### config.mk
export PLATFORM = sky130hd
export DESIGN_NAME = int_sub
export DESIGN_NICKNAME = d
export VERILOG_FILES = /design/src/rtl/int_sub.sv
export SDC_FILE = /design/constraint.sdc
export NUM_CORES = 1
export LEC_CHECK = 0
export ABC_AREA = 1
export BUFFER_PORTS_ARGS = -buffer_cell sky130_fd_sc_hd__buf_2
export CAP_MARGIN = 10
export CELL_PAD_IN_SITES_DETAIL_PLACEMENT = 0
export CELL_PAD_IN_SITES_GLOBAL_PLACEMENT = 2
export CORE_MARGIN = 5
export CORE_UTILIZATION = 27
export CTS_BUF_LIST = sky130_fd_sc_hd__clkbuf_8
export CTS_CLUSTER_DIAMETER = 80
export DETAILED_ROUTE_END_ITERATION = 12
export HOLD_SLACK_MARGIN = 0.1
export PLACE_DENSITY_LB_ADDON = 0.1
export SLEW_MARGIN = 15
export SYNTH_ARGS = -nofsm -noshare
export SYNTH_HDL_FRONTEND = slang
export SYNTH_SLANG_ARGS = --single-unit
### constraint.sdc
create_clock -name clk -period 0.92 [get_ports clk]
set_clock_uncertainty 0.15 [all_clocks]
set_input_delay 0.092 -clock clk [delete_from_list [all_inputs] [get_ports clk]]
set_output_delay 0.092 -clock clk [all_outputs]
set_load 0.05 [all_outputs]
### src/rtl/int_sub.sv
// Unsigned WIDTH-bit subtractor (res = a - b, bout = borrow out) built from a ripple-borrow chain of bit cells.
// Latency: 1 cycle, registered outputs; one operand pair accepted every cycle.
// Backpressure: none; the unit never stalls, and a result is valid for exactly the cycle after in_valid.
module int_sub #(
    parameter int WIDTH = 64
) (
    input  logic             clk,
    input  logic             rst_n,
    input  logic             in_valid,
    input  logic [WIDTH-1:0] a,
    input  logic [WIDTH-1:0] b,
    output logic             out_valid,
    output logic [WIDTH-1:0] res,
    output logic             bout
);

    // Borrow chain: w_br[i] is the borrow into cell i, w_br[WIDTH] is the final borrow out.
    logic [WIDTH:0]   w_br;
    logic [WIDTH-1:0] w_diff;

    logic             r_valid;
    logic [WIDTH-1:0] r_res;
    logic             r_bout;

    assign w_br[0] = 1'b0;

    // One full-subtractor cell per bit, rippling the borrow from LSB to MSB.
    for (genvar i = 0; i < WIDTH; i++) begin : g_cell
        assign w_diff[i]   = a[i] ^ b[i] ^ w_br[i];
        assign w_br[i + 1] = (~a[i] & b[i]) | (~(a[i] ^ b[i]) & w_br[i]);
    end

    // Output stage: capture the result on a valid cycle, otherwise keep the old result and drop valid.
    always_ff @(posedge clk or negedge rst_n) begin
        if (!rst_n) begin
            r_valid <= 1'b0;
            r_res   <= '0;
            r_bout  <= 1'b0;
        end else begin
            r_valid <= in_valid;
            if (in_valid) begin
                r_res  <= w_diff;
                r_bout <= w_br[WIDTH];
            end
        end
    end

    assign out_valid = r_valid;
    assign res       = r_res;
    assign bout      = r_bout;

endmodule

After elaboration in Yosys (flattened, before gate mapping)
Cells that the tools add are included.
{ "totals": {"inputBits": 131, "out_inout_bits": 66, "elab_cells": 447, "ff_bits": 66} }
{ "classes": {"bitwise_logic": 444} }
{ "ops": {"columns": ["op", "n"], "rows": [
  ["AND 1 bit", 127],
  ["inverter 1 bit", 127],
  ["XOR 1 bit", 127],
  ["bitwise OR 1 bit", 63]
]} }

Logic depth before layout (Yosys ltp)
{ "logic_depth": {"word_depth": 128, "depth_mapped": 71, "mapped_depth_nobuf": 71} }

Worst setup path before layout
Ideal clock, no wire load.
{ "synth_timing": {"path_type": "in2reg", "start": "input a[0]", "end": "register r_res[63] (netlist: res[63])", "path_slack_ps": -23580, "setup_time_ps": 119, "t_required_ps": 651, "arrival_ps": 24231, "cell_stages": 70, "path_buffers": 0, "path_cell_list": "inv_1 -> ha_1 -> inv_1 -> fa_1 -> inv_1 -> fa_1 -> fa_1 -> fa_1 -> fa_1 -> fa_1 -> fa_1 -> fa_1 -> fa_1 -> fa_1 -> fa_1 -> fa_1 -> fa_1 -> fa_1 -> (+34 left out) -> fa_1 -> fa_1 -> fa_1 -> fa_1 -> fa_1 -> fa_1 -> fa_1 -> fa_1 -> fa_1 -> fa_1 -> fa_1 -> fa_1 -> fa_1 -> fa_1 -> inv_1 -> fa_1 -> nand2_1 -> nand2_1"} }
{ "synth_between": {"elab_chain_cells": 127} }
{ "synth_lines": {"columns": ["item", "line_no", "source"], "rows": [
  ["start: declaration", "10", "input logic [WIDTH-1:0] a,"],
  ["inverter 1 bit", "30", "assign w_br[i + 1] = (~a[i] & b[i]) | (~(a[i] ^ b[i]) & w_br[i]);"],
  ["AND 1 bit (2 in series)", "30", null],
  ["bitwise OR 1 bit", "30", null],
  ["AND 1 bit", "30", null],
  ["bitwise OR 1 bit", "30", null],
  ["AND 1 bit", "30", null],
  ["bitwise OR 1 bit", "30", null],
  ["AND 1 bit", "30", null],
  ["(+111 left out)", null, null],
  ["AND 1 bit", "30", null],
  ["bitwise OR 1 bit", "30", null],
  ["AND 1 bit", "30", null],
  ["bitwise OR 1 bit", "30", null],
  ["AND 1 bit", "30", null],
  ["bitwise OR 1 bit", "30", null],
  ["XOR 1 bit", "29", "assign w_diff[i] = a[i] ^ b[i] ^ w_br[i];"],
  ["via w_diff[63]", "19", "logic [WIDTH-1:0] w_diff;"],
  ["end signal: assignment", "42", "r_res <= w_diff;"],
  ["end: declaration", "22", "logic [WIDTH-1:0] r_res;"]
]} }
The timed path passes the listed nets, and every way through them passes these cells.
A chain may end at the register's enable or synchronous reset.

Worst setup path after layout
Ends and elaborated chain as after synthesis.

==> results.md <==
- Outcome: complete, but fails checks
- Failing checks: hold timing, setup timing
- # fillers: 1,649
- Hpwl dp: approximately 9.4 mm
- Synth warnings: 0
- Prevailing post-synth register cell: dfrtp_1
- Distinct cells, synth: 9
- Post-synth ARST share: 1.00
- Post-synth top area share: 0.387
- Setup Viol. Count Final: around 130
- Cell Area, Synth: 4270 µm²
- Placed inst area: 5710 µm²
- Final worst path period share: 24.3
- Post-detailed-route count of antenna-violating nets: 0
- Synth Net Count: 665
- Worst path bufs/invs: 5
- Clock Tree Root: clkbuf_8
- # nets final: roughly 900
- All-layer global routing usage: 0.132
- Routed Wire Length: 11.7 mm
- Hold_buf cts: 1
- Crit-path max cell delay: around 0.40 ns
- First-pass GRT wire length: between 15 and 20 mm
- Iter 0 DRT Violations: 80
- Post-synth top area cell: dfrtp_1
- Worst reg-to-reg setup slack: -0.08 ns
- CTS tree: built
- CP Capture Type: flop
- Vias: around 3,500
- # IOs: just under 200
- Top post-synthesis cells by area: dfrtp_1, fa_1, nand2_1
- First-pass iteration count of the detailed router: 4
- Slew headroom: 0.761
- Most frequent cells after synthesis: nand2_1, inv_1, dfrtp_1
- Number of global-route vias before repair: about 3,900
- Synth Register Bits: between 60 and 70
- Initial antenna violation count: 4
- Crit path arrival time: 22.43 ns
- Worst hold path endpoint: res[0]
- Min cycle time layout: between 20 and 25 ns
- Kind of cell adding the most delay to the critical path: adder cells
- Initial Util: 0.272
- CTS H-Tree Depth: 3
- RSZ-0062 raised after global routing: true
- Chip height: about 140 µm
- Req. time, crit path: about 1.0 ns
- Fin. max-slew vios: 0
- Hold depth: 5
- Hold_ws: -0.0654 ns
- Setup ws final: -21.42 ns
- CTS sink cnt: between 60 and 70
- Hold path start: b[0]
- Reg2Reg Depth: 4
- DIE AREA: 18,400 µm²
- Area grow syn2layout: 54.0%
- Crit-path most repeated cell: fa_2
- Row Count: 46
- Util after Layout: 0.418
- Most frequent cell after synthesis: nand2_1
- PortBufs: a little under 200
- Sequential share of the synthesized area: 0.387
- Clock slew at reported path FFs: roughly 0.07 ns
- Cells after DPL: 877
- Number of flops mapped to enable cells by yosys: 0
- Post-route insts no fill: between 900 and 1,000
- PwrDens: 1800 nW/µm²
- Layout cells sized above 1: 0.531
- GP Congestion: 0.750
- CTS Buf Count: 9
- Slowest-stage cell, CP: fa_1
- WL per Instance: roughly 13 µm
- Worst r2r dst: res[46]
- Synth Instances: 470
- DRC: 0
- Final hold vios: 6
- Largest net degree at the start of global routing: 33
- Peak VDD IR: between 0.0005 and 0.0006 V
- Gr ovfl total: 0
- Setup CP Type: primary input to flop
- Max-cap violations: 0
- Core area: roughly 16,000 µm²
- Crit-path max FO: 1
- Skew-Pair Late Insertion Delay: ~0.35 ns
- Final setup TNS: -709.92 ns
- CTS max path bufs: 2
- Syn_area_per_cell: ~9 µm²
- P_leak: about 3.7 nW
- Via-per-instance ratio: between 3 and 4
- Critical register-to-register path startpoint: res[46]
- FMAX: 44.8 MHz
- Worst hold path class: primary input to flop
- Final instance area: around 6600 µm²
- Crit start category: primary input
- Diode count: 0
- Die Wd: between 100 and 150 µm
- Measured slew at the worst slew-check pin: between 0.3 and 0.4 ns
[stage by stage]
stage               hold WS, ns  total power, mW  setup WS, ns
floorplan                -0.354             7.01        -21.15
global placement         -0.229             8.47        -21.82
detailed placement       -0.230             8.49        -21.98
CTS                     -0.0685             11.7        -21.47
global route            -0.0615             12.7        -22.00
finish                  -0.0654             11.8        -21.42
[timing repair]
item                                    4_1_cts  5_1_grt
pin swaps                                     2       21
setup buffers                                14       17
gates resized for setup                     148       50
endpoints found under the setup margin      129      130
gates cloned                                  0        0
endpoints found under the hold margin       132       69
[layout by cell type, fill, tap and decap left out]
cell	count
buf_6	67
fa_2	62
nand2_1	183
buf_2	127
dlygate4sd3_1	1
clkbuf_8	11
fa_1	1
buf_12	5
inv_2	52
dfrtp_1	65
buf_4	35
dfrtp_2	1
ha_4	1
buf_8	1
inv_12	1
inv_1	81
nand2_2	12
[tightest hold or removal path: stages]
cell     delay, ns
buf_6         0.07
ha_4          0.11
inv_1         0.03
nand2_1       0.04
nand2_1       0.04
[state kept, by name, indices dropped and copies added (netlist names)]
register and count:
res 64, bout 1, out_valid 1
[cell families (layout without fill, tap and decap cells)]
logic type	count (synthesis)	in the layout	synth area share
adders and majority gates	64	64	0.298
buffers and inverters	145	381	0.143
DFF	66	66	0.387
and+or+nand+nor	195	195	0.172
[how the worst max path moves through the flow]
stage                     slack [ns]  cells after the start  endpoint  start
after CTS                     -21.47                     71   res[63]   a[0]
after global placement        -21.82                     71   res[63]   a[0]
after floorplan               -21.15                     70   res[63]   a[0]
final                         -21.42                     71   res[63]   a[0]
after detailed placement      -21.98                     71   res[63]   a[0]
after global routing          -22.00                     71   res[63]   a[0]
[power by group]
part | leakage [nW] | internal (mW) | switching, mW
registers | 0.802 | 3.44 | 0.392
clock network | 0.0951 | 1.07 | 1.06
logic | 2.77 | 2.37 | 3.49
[layout make-up]
class,instances,area [µm²],share of cell area
multi-input cells,259,2200,0.335
repair buffers,236,1780,0.271
flip-flops and latches,66,1650,0.252
inverters,131,504,0.0767
well taps,216,270,0.0411
clock buffers,11,151,0.0230
clock inverters,3,11.3,0.00171
[per-layer routing]
layer | track usage | routed length, µm
met1 | 0.149 | 4560
met2 | 0.224 | 5840
met3 | 0.0520 | 1090
met4 | 0.0521 | 198
met5 | 0 | 46
Power figures use the tool's default switching activity.
